[src/rtl/screen_pkg.sv]
// rtl/screen_pkg.sv - shared screen geometry constants and scan state type
package screen_pkg;

  localparam int SCREEN_WORDS_PER_LINE = 32;
  localparam int SCREEN_LINES          = 256;
  localparam int SCREEN_ADDR_W         = 13;
  localparam int SCREEN_BASE           = 16384;
  localparam int SCREEN_PIX_PER_WORD   = 16;

  typedef enum logic [1:0] {
    IDLE,
    FETCH,
    SHIFT
  } screen_state_e;

endpackage

[src/rtl/pixel_serializer.sv]
// rtl/pixel_serializer.sv - 16-bit word to pixel shifter, LSB first, with bit counter
module pixel_serializer
  import screen_pkg::*;
(
  input  logic                           clock,
  input  logic                           reset,
  input  logic                           load,
  input  logic [SCREEN_PIX_PER_WORD-1:0] data,
  input  logic                           advance,
  output logic                           bit_out,
  output logic                           first,
  output logic                           last
);

  localparam int CNT_W = $clog2(SCREEN_PIX_PER_WORD);

  logic [SCREEN_PIX_PER_WORD-1:0] shreg_q, shreg_d;
  logic [CNT_W-1:0]               cnt_q, cnt_d;

  // A load wins over a shift so a new word can enter on the same edge bit 15 leaves.
  always_comb begin
    shreg_d = shreg_q;
    cnt_d   = cnt_q;
    if (load) begin
      shreg_d = data;
      cnt_d   = '0;
    end else if (advance) begin
      shreg_d = {1'b0, shreg_q[SCREEN_PIX_PER_WORD-1:1]};
      cnt_d   = cnt_q + 1'b1;
    end
  end

  always_ff @(posedge clock) begin
    if (reset) begin
      shreg_q <= '0;
      cnt_q   <= '0;
    end else begin
      shreg_q <= shreg_d;
      cnt_q   <= cnt_d;
    end
  end

  assign bit_out = shreg_q[0];
  assign first   = (cnt_q == '0);
  assign last    = (cnt_q == CNT_W'(SCREEN_PIX_PER_WORD - 1));

endmodule

[src/rtl/screen_reader.sv]
// rtl/screen_reader.sv - screen bitmap scanner; SCREEN_READER_PREFETCH_EN overlaps the next word fetch with shifting
module screen_reader
  import screen_pkg::*;
#(
  parameter int WORDS_PER_LINE = SCREEN_WORDS_PER_LINE,
  parameter int LINES          = SCREEN_LINES,
  parameter int ADDR_W         = SCREEN_ADDR_W
) (
  input  logic              clock,
  input  logic              reset,
  input  logic              enable,
  output logic              mem_rd,
  output logic [ADDR_W-1:0] mem_addr,
  input  logic [15:0]       mem_data,
  input  logic              mem_valid,
  output logic              pix,
  output logic              pix_valid,
  input  logic              pix_ready,
  output logic              line_start,
  output logic              frame_start
);

  localparam int                TOTAL     = WORDS_PER_LINE * LINES;
  localparam logic [ADDR_W-1:0] LAST_ADDR = ADDR_W'(TOTAL - 1);

  screen_state_e     state_q, state_d;
  logic              mem_rd_q, mem_rd_d;
  logic [ADDR_W-1:0] fetch_addr_q, fetch_addr_d;
  logic [ADDR_W-1:0] shift_word_q, shift_word_d;
  logic              pix_valid_q, pix_valid_d;
`ifdef SCREEN_READER_PREFETCH_EN
  logic [15:0]       hold_q, hold_d;
  logic              hold_valid_q, hold_valid_d;
`endif

  logic        load;
  logic [15:0] load_data;
  logic        advance, rd_done, frame_end;
  logic        ser_bit, ser_first, ser_last;

  function automatic logic [ADDR_W-1:0] next_addr(input logic [ADDR_W-1:0] a);
    return (a == LAST_ADDR) ? '0 : a + 1'b1;
  endfunction

  assign advance   = pix_valid_q && pix_ready;
  assign rd_done   = mem_rd_q && mem_valid;
  assign frame_end = (shift_word_q == LAST_ADDR);

  always_comb begin
    state_d      = state_q;
    mem_rd_d     = mem_rd_q;
    fetch_addr_d = fetch_addr_q;
    shift_word_d = shift_word_q;
    pix_valid_d  = pix_valid_q;
    load         = 1'b0;
    load_data    = mem_data;
`ifdef SCREEN_READER_PREFETCH_EN
    hold_d       = hold_q;
    hold_valid_d = hold_valid_q;
`endif
    case (state_q)
      IDLE: begin
        if (enable) begin
          state_d      = FETCH;
          mem_rd_d     = 1'b1;
          fetch_addr_d = '0;
        end
      end
      FETCH: begin
        if (rd_done) begin
          load         = 1'b1;
          mem_rd_d     = 1'b0;
          pix_valid_d  = 1'b1;
          shift_word_d = fetch_addr_q;
          state_d      = SHIFT;
        end
      end
      SHIFT: begin
`ifdef SCREEN_READER_PREFETCH_EN
        if (rd_done && !(advance && ser_last)) begin
          hold_d       = mem_data;
          hold_valid_d = 1'b1;
          mem_rd_d     = 1'b0;
        end
        // Wrapping into the next frame is only prefetched while scanning stays enabled.
        if (advance && ser_first && (!frame_end || enable)) begin
          mem_rd_d     = 1'b1;
          fetch_addr_d = next_addr(fetch_addr_q);
        end
        if (advance && ser_last) begin
          if (hold_valid_q) begin
            load         = 1'b1;
            load_data    = hold_q;
            hold_valid_d = 1'b0;
            shift_word_d = fetch_addr_q;
          end else if (rd_done) begin
            load         = 1'b1;
            mem_rd_d     = 1'b0;
            shift_word_d = fetch_addr_q;
          end else if (mem_rd_q) begin
            pix_valid_d = 1'b0;
            state_d     = FETCH;
          end else begin
            pix_valid_d  = 1'b0;
            fetch_addr_d = '0;
            state_d      = IDLE;
          end
        end
`else
        if (advance && ser_last) begin
          pix_valid_d  = 1'b0;
          fetch_addr_d = next_addr(fetch_addr_q);
          if (frame_end && !enable) begin
            state_d = IDLE;
          end else begin
            state_d  = FETCH;
            mem_rd_d = 1'b1;
          end
        end
`endif
      end
      default: state_d = IDLE;
    endcase
  end

  always_ff @(posedge clock) begin
    if (reset) begin
      state_q      <= IDLE;
      mem_rd_q     <= 1'b0;
      fetch_addr_q <= '0;
      shift_word_q <= '0;
      pix_valid_q  <= 1'b0;
`ifdef SCREEN_READER_PREFETCH_EN
      hold_q       <= '0;
      hold_valid_q <= 1'b0;
`endif
    end else begin
      state_q      <= state_d;
      mem_rd_q     <= mem_rd_d;
      fetch_addr_q <= fetch_addr_d;
      shift_word_q <= shift_word_d;
      pix_valid_q  <= pix_valid_d;
`ifdef SCREEN_READER_PREFETCH_EN
      hold_q       <= hold_d;
      hold_valid_q <= hold_valid_d;
`endif
    end
  end

  pixel_serializer u_ser (
    .clock   (clock),
    .reset   (reset),
    .load    (load),
    .data    (load_data),
    .advance (advance),
    .bit_out (ser_bit),
    .first   (ser_first),
    .last    (ser_last)
  );

  assign mem_rd      = mem_rd_q;
  assign mem_addr    = fetch_addr_q;
  assign pix         = ser_bit;
  assign pix_valid   = pix_valid_q;
  assign line_start  = pix_valid_q && ser_first && ((32'(shift_word_q) % WORDS_PER_LINE) == 0);
  assign frame_start = pix_valid_q && ser_first && (shift_word_q == '0);

endmodule
[config.mk]
export PLATFORM = sky130hd
export DESIGN_NAME = screen_reader
export DESIGN_NICKNAME = d
export VERILOG_FILES = /design/src/rtl/screen_pkg.sv /design/src/rtl/pixel_serializer.sv /design/src/rtl/screen_reader.sv
export SDC_FILE = /design/constraint.sdc
export NUM_CORES = 1
export LEC_CHECK = 0
export CAP_MARGIN = 20
export CORE_MARGIN = 2
export CORE_UTILIZATION = 35
export DETAILED_ROUTE_END_ITERATION = 6
export GPL_ROUTABILITY_DRIVEN = 0
export SETUP_SLACK_MARGIN = 0.5
export SLEW_MARGIN = 40
export SYNTH_ARGS = -nofsm -noshare
export SYNTH_HDL_FRONTEND = slang
export SYNTH_SLANG_ARGS = --single-unit
[constraint.sdc]
create_clock -name clock -period 1.7 [get_ports clock]
set_input_delay 0.255 -clock clock [delete_from_list [all_inputs] [get_ports clock]]
set_output_delay 0.255 -clock clock [all_outputs]
set_load 0.005 [all_outputs]
==> reports/summary.txt, run 1 <==
post-synth top area share: 0.439
antenna violations before repair: 0
post-synthesis sequential area ratio: 0.439
I/O pin count: 39
FP Rows: 29
wire per inst: 14.8 um
DR iter-0 viols: 135
GRT Util Overall: 0.176
Worst-path clk slew: 0.10 ns
clock buffer count from CTS: 5
die area: 7170 sq um
critical-path maximum fanout: 2
post-route worst setup slack: -0.104 ns
CTS Buffer Depth: 2
compound-gate portion of the synthesized area: 0.169
synthesized cell area: 2280 sq um
# nets final: 371
number of global-route vias before repair: 2128
failing checks: negative setup slack
Worst EP arrival: 1.55 ns
Total Power: 2.26 mW
data required time of the worst path: 1.44 ns
Clock Latency Late Sink: 0.31 ns
multiplexer share of the synthesized area: 0.0746
RSZ-0062 raised after global routing: true
Tcrit/Tclk final: 1.06
Avg Synthesized Cell Area: 8.67 sq um
Max Cap Viol: 0
Hold Violations, Final: 0
Finish-stage setup viols: 15
CTS tree: done
Final HPWL DP: 3.81 mm
floorplan core area: 6310 sq um
final hold slack: 0.478 ns
antenna viol nets, final: 0
fmax: 554 MHz
pwr dens: 612 nW/um^2
post-synthesis simple-gate area fraction: 0.241
CP startpoint kind: flip-flop
critical path class: reg -> out
YS warnings: 0
Synth Area in Adders: 0.0165
CP Capture Type: output port
Root Buffer: clkbuf_8
port buffer count: 38
Mapped Nets: 287
pin count of the biggest net entering global routing: 36
residual DRC count: 0
fraction of layout cells with a size suffix above 1: 0.443
Synth cell types: 41
Leakage: 1.35 nW
largest family of logic cells by synthesized area: simple AND/OR/NAND/NOR gates
largest area contributor in the netlist: dfxtp_1
register bit total from synthesis: 50
remaining global-route overflow: 0
xor/xnor share of the synthesized area: 0.0154
Tightest Pin Transition: 0.472 ns
Pins Over Slew Limit: 0
Min Clock Period, post-route: 1.80 ns
1st-pass router iterations: 4
Layout Skew: 0.0104 ns
ys async rst share: 0
total number of vias: 2250
Hold Path Class: reg -> reg
initial core utilization: 0.361
R2R depth: 7
status: finished with violations
top cells by area, synth: dfxtp_1, mux2i_1, a21oi_1
Syn Inst Count: 263
Worst Hold Depth: 2
routed wire length: 6.27 mm
Synth Flop Type: dfxtp_1
Die Width: 84.7 um
Die Ht: 84.7 um
post-route setup TNS: -0.718 ns
Area growth syn-to-layout: 62.1%
first-pass GRT wire length: 10.2 mm
CTS Sinks: 50
Peak VDD IR: 0.325 mV
# diodes: 0
Filler cells: 558
number of flops mapped to enable cells by yosys: 0
routed vias/inst: 5.29
CTS H-tree depth: 2
max_slew headroom: 0.684
## layer usage
layer  vias up  GRT usage  routed length, um
met5         -          0                  0
met4         0     0.0548                 95
met3         9     0.0403                219
met2        39      0.268               2910
met1      1077      0.249               3040
li1       1125          -                  -
## Yosys cell counts, types with 3 or more instances
cell / n
nor2_1: 21
xor2_1: 3
a21oi_1: 26
nor3_1: 5
nor4_1: 5
mux2i_1: 17
nand4_1: 8
inv_1: 4
nand2_1: 33
dfxtp_1: 50
clkbuf_1: 11
nand3_1: 8
o31ai_1: 3
o21a_1: 3
a211oi_1: 16
o21ai_0: 7
or3_1: 6
or4_1: 4
buf_2: 3
ha_1: 3
## path summary, 6_finish.rpt
check | end | slack (ns) | from
max | frame_start | -0.10 | shift_word_q[2]
max reg2reg | mem_addr[9] | -0.09 | u_ser.cnt_q[1]
min | shift_word_q[7] | 0.48 | shift_word_q[7]
min reg2reg | shift_word_q[7] | 0.48 | shift_word_q[7]
## power breakdown
| part | switching [mW] | internal (mW) |
|---|---|---|
| combinational | 0.138 | 0.178 |
| sequential | 0.0192 | 1.19 |
| clock | 0.411 | 0.328 |
| total | 0.568 | 1.69 |
## cells by family after synthesis
kind of cell / Yosys count
buffers and inverters: 22
AND/OR/NAND/NOR: 107
flip-flops: 50
adder cells (fa/ha/maj): 3
AO/OA/AOI/OAI: 60
multiplexers: 17
XOR/XNOR: 4
## critical path: stages, from the launching register on
cell and delay, ns:
dfxtp_2 0.33, nor4_2 0.25, nand3_1 0.15, nor4_4 0.21, and3_1 0.20, buf_2 0.11
## layout make-up
cell class	instances	area [sq um]	share of cell area
Timing Repair Buffer	94	971	0.263
Tap cell	77	96.3	0.0261
Multi-Input combinational cell	192	1470	0.398
Inverter	4	15.0	0.00406
Sequential cell	50	1050	0.283
Clock buffer	6	82.6	0.0223
Clock inverter	2	12.5	0.00339
## flip-flops by register name, summed over array words and instances (netlist names)
name / cells
shift_word_q: 13
pix_valid: 1
u_ser.cnt_q: 4
mem_rd: 1
mem_addr: 13
state_q: 2
u_ser.shreg_q: 16
## metrics by stage
stage,std cells,util,instance area (sq um),worst slack (ns)
floorplan,263,-,2340,0.205
global placement,389,0.471,2980,-0.197
detailed placement,389,0.471,2980,-0.224
CTS,421,0.549,3460,-0.176
global route,425,0.585,3700,-0.213
finish,425,0.585,3700,-0.104
## layout by cell type, fill, tap and decap left out, types with 3 or more instances in the layout
| cell type | n |
|---|---|
| buf_4 | 28 |
| dfxtp_1 | 28 |
| nand2_1 | 24 |
| nor2_1 | 21 |
| clkdlybuf4s50_1 | 19 |
| buf_6 | 19 |
| dfxtp_2 | 15 |
| mux2i_1 | 14 |
| a21oi_2 | 13 |
| a21oi_1 | 13 |
| a211oi_1 | 11 |
| nand4_1 | 8 |
| buf_2 | 8 |
| dfxtp_4 | 7 |
| buf_12 | 7 |
| nand3_1 | 6 |
| nand2_2 | 6 |
| clkbuf_8 | 6 |
| a211oi_2 | 5 |
| dlygate4sd2_1 | 5 |
| inv_1 | 4 |
| o21ai_1 | 4 |
| or3_1 | 4 |
| nor4_1 | 3 |
| xor2_1 | 3 |
| nand2_4 | 3 |
| o21a_1 | 3 |
| nor3_1 | 3 |
| buf_16 | 3 |
| clkdlybuf4s15_1 | 3 |
## what timing repair did
item                                    in CTS  in global routing
pin swaps                                   22                 24
cloned                                       4                  0
endpoints found under the setup margin      68                 56
setup buffers                               20                  4
resized for setup                          109                 57
hold buffers                                 0                  0
Note: power is estimated with default switching activity, not from simulation.
==> run 2: changes to the inputs <==
- HOLD_SLACK_MARGIN: default -> 0.1
==> results of run 2 <==
Same layout as run 1: the final DEF is identical, and so are final timing and power.
==> run 3: changes to the inputs <==
- CORE_MARGIN: 2 -> default
==> run 3 against run 2 <==
  * Non-clock buffer count rose by 11
  * The flow still finishes with violations (negative setup slack)
  * Global-route usage rose by 3.0 points
  * Utilization rose by 3.6 points
  * Clock power fell by 0.5%
  * Combinational power rose by 17%
  * Power rose by 2.3%
  * Cell area rose by 6.2%
  * First-iteration DRC count fell by 28%
  * Critical path type unchanged
  * Via count rose by 4.1%
  * Register-to-register slack improved by 0.11 ns
  * Largest cell class unchanged
==> reports/summary.txt, run 3 (same netlist as run 1, synthesis figures left out) <==
CTS Buffer Depth: 2 (unchanged)
DR WL met3: 225 um (+2.7%)
Finish-stage setup viols: 2 (-13)
pwr dens: 589 nW/um^2 (-3.7%)
cell total after placement: 389 (unchanged)
# diodes: 0 (unchanged)
Pins Over Slew Limit: 0 (unchanged)
CTS tree: done
routed vias/inst: 5.36 (+1.2%)
DR iter-0 viols: 97 (-28%)
Worst-path clk slew: 0.10 ns (about the same)
met1 WL: 3.32 mm (+8.9%)
Layout Skew: 0.0181 ns (+0.00768 ns)
total number of vias: 2342 (+4.1%)
RSZ-0062 raised after global routing: true
Worst EP arrival: 1.56 ns (about the same)
CP Capture Type: output port
CTS H-tree depth: 2 (unchanged)
Area growth syn-to-layout: 72.1%
reg2reg setup slack: 0.02 ns (+0.11 ns)
antenna violations before repair: 0 (unchanged)
fmax: 552 MHz (-0.35%)
pre-CTS setup slack: -0.232 ns (-0.00758 ns)
antenna viol nets, final: 0 (unchanged)
status: finished with violations
# nets final: 383 (+3.2%)
FP Rows: 29 (unchanged)
Total Power: 2.31 mW (+2.3%)
commonest non-fill, non-tap cell in the layout: buf_4
critical-path maximum fanout: 2 (unchanged)
Final HPWL DP: 3.69 mm (-3.1%)
residual DRC count: 0 (unchanged)
Max Cap Viol: 0 (unchanged)
floorplan core area: 6310 sq um (unchanged)
die area: 6840 sq um (-4.7%)
Power Internal: 1.72 mW (+1.7%)
met2 WL: 3.33 mm (+15%)
CP startpoint kind: flip-flop
most frequent cells in the layout: buf_4, buf_6, dfxtp_1
routed wire length: 7.00 mm (+12%)
1st-pass router iterations: 4 (unchanged)
first-pass GRT wire length: 10.5 mm (+3.0%)
number of global-route vias before repair: 2094 (-1.6%)
post-route insts no fill: 437 (+2.8%)
Comb power frac: 0.160 (+0.020)
register with the most flip-flops: u_ser.shreg_q
Top Layer Used: met4
Root Buffer: clkbuf_8
wire per inst: 16.0 um (+8.6%)
max_slew headroom: 0.760 (+0.0764)
failing checks: negative setup slack
Tcrit/Tclk final: 1.07 (+0.00375)
clock power share: 0.318 (-0.009)
Clock Latency Late Sink: 0.31 ns (about the same)
Hold Violations, Final: 0 (unchanged)
CTS Sinks: 50 (unchanged)
Min Clock Period, post-route: 1.81 ns (+0.00638 ns)
Leakage: 1.59 nW (+17%)
remaining global-route overflow: 0 (unchanged)
cts hold-fix bufs: 0 (unchanged)
Die Width: 82.7 um (-2.4%)
Peak VDD IR: 0.352 mV (+8.4%)
initial core utilization: 0.361 (unchanged)
data required time of the worst path: 1.44 ns (about the same)
sequential share of power: 0.522 (-0.011)
clock buffer count from CTS: 5 (unchanged)
pin count of the biggest net entering global routing: 45 (+25%)
sw power: 0.591 mW (+4.1%)
Hold Path Class: reg -> reg
GRT Util Overall: 0.206 (+0.0295)
Tightest Pin Transition: 0.360 ns (-0.113 ns)
post-route worst setup slack: -0.111 ns (-0.00638 ns)
Sw Share: 0.256 (+0.00441)
critical path class: reg -> out
fraction of layout cells with a size suffix above 1: 0.497 (+0.0547)
Die Ht: 82.7 um (-2.4%)
port buffer count: 38 (unchanged)
max FFs per register: 16 (unchanged)
final core occ: 0.621 (+0.0361)
I/O pin count: 39 (unchanged)
[run 3: cell types whose count changed in the layout (fill, tap and decap cells not counted), moves of 4 or more]
cell,delta
a21oi_1,-7
a21oi_2,+6
buf_4,+4
buf_6,+11
nand2_1,-5
nand2_2,-6
nand2_4,+11
[run 3: path summary, 6_finish.rpt]
path,start,cells after the start,end
worst max-delay path,u_ser.cnt_q[3],5,frame_start
worst min-delay path,shift_word_q[12],2,shift_word_q[12]
worst max register to register,u_ser.cnt_q[1],7,mem_addr[5]
worst min register to register,shift_word_q[12],2,shift_word_q[12]
[run 3: what timing repair did]
item	in CTS	in global routing
buffers inserted	27	8
endpoints found under the setup margin	68	59
resized for setup	128	75
pin swaps	33	27
cloned	5	0
[run 3: cell type report]
class,instances,area [sq um]
inverter,4,15.0
sequential,50,1040
timing repair buffer,105,1060
clock inverter,1,5.00
clock buffer,7,86.3
fill,503,2390
tap,77,96.3
multi-input combinational,193,1620
[run 3: critical path, stage by stage, from the launching register on]
cell,delay (ns)
dfxtp_2,0.34
nor4_4,0.29
nand3_2,0.13
nor4_4,0.20
and3_1,0.19
buf_2,0.11
[run 3: power groups by stage]
stage / Sequential (mW) / Combinational [mW] / Clock [mW]
3_5_place_dp: 1.24 / 0.239 / 0
6_report: 1.21 / 0.371 / 0.735
2_1_floorplan: 1.24 / 0.115 / 0
4_1_cts: 1.21 / 0.323 / 0.737
5_1_grt: 1.21 / 0.391 / 0.807
3_3_place_gp: 1.24 / 0.237 / 0
[run 3: per-stage QoR]
| stage | hold WS (ns) | instance area, sq um | TNS, ns |
|---|---|---|---|
| after floorplan | 0.391 | 2340 | 0 |
| after global placement | 0.462 | 2960 | -2.48 |
| after detailed placement | 0.464 | 2960 | -2.98 |
| after CTS | 0.478 | 3570 | -0.254 |
| after global routing | 0.506 | 3920 | -0.342 |
| final | 0.496 | 3920 | -0.169 |
[run 3: metal layers]
| metal | track usage | up-vias |
|---|---|---|
| met4 | 0.0810 | 0 |
| met5 | 0 | - |
| met3 | 0.0396 | 10 |
| li1 | - | 1146 |
| met2 | 0.306 | 47 |
| met1 | 0.290 | 1139 |
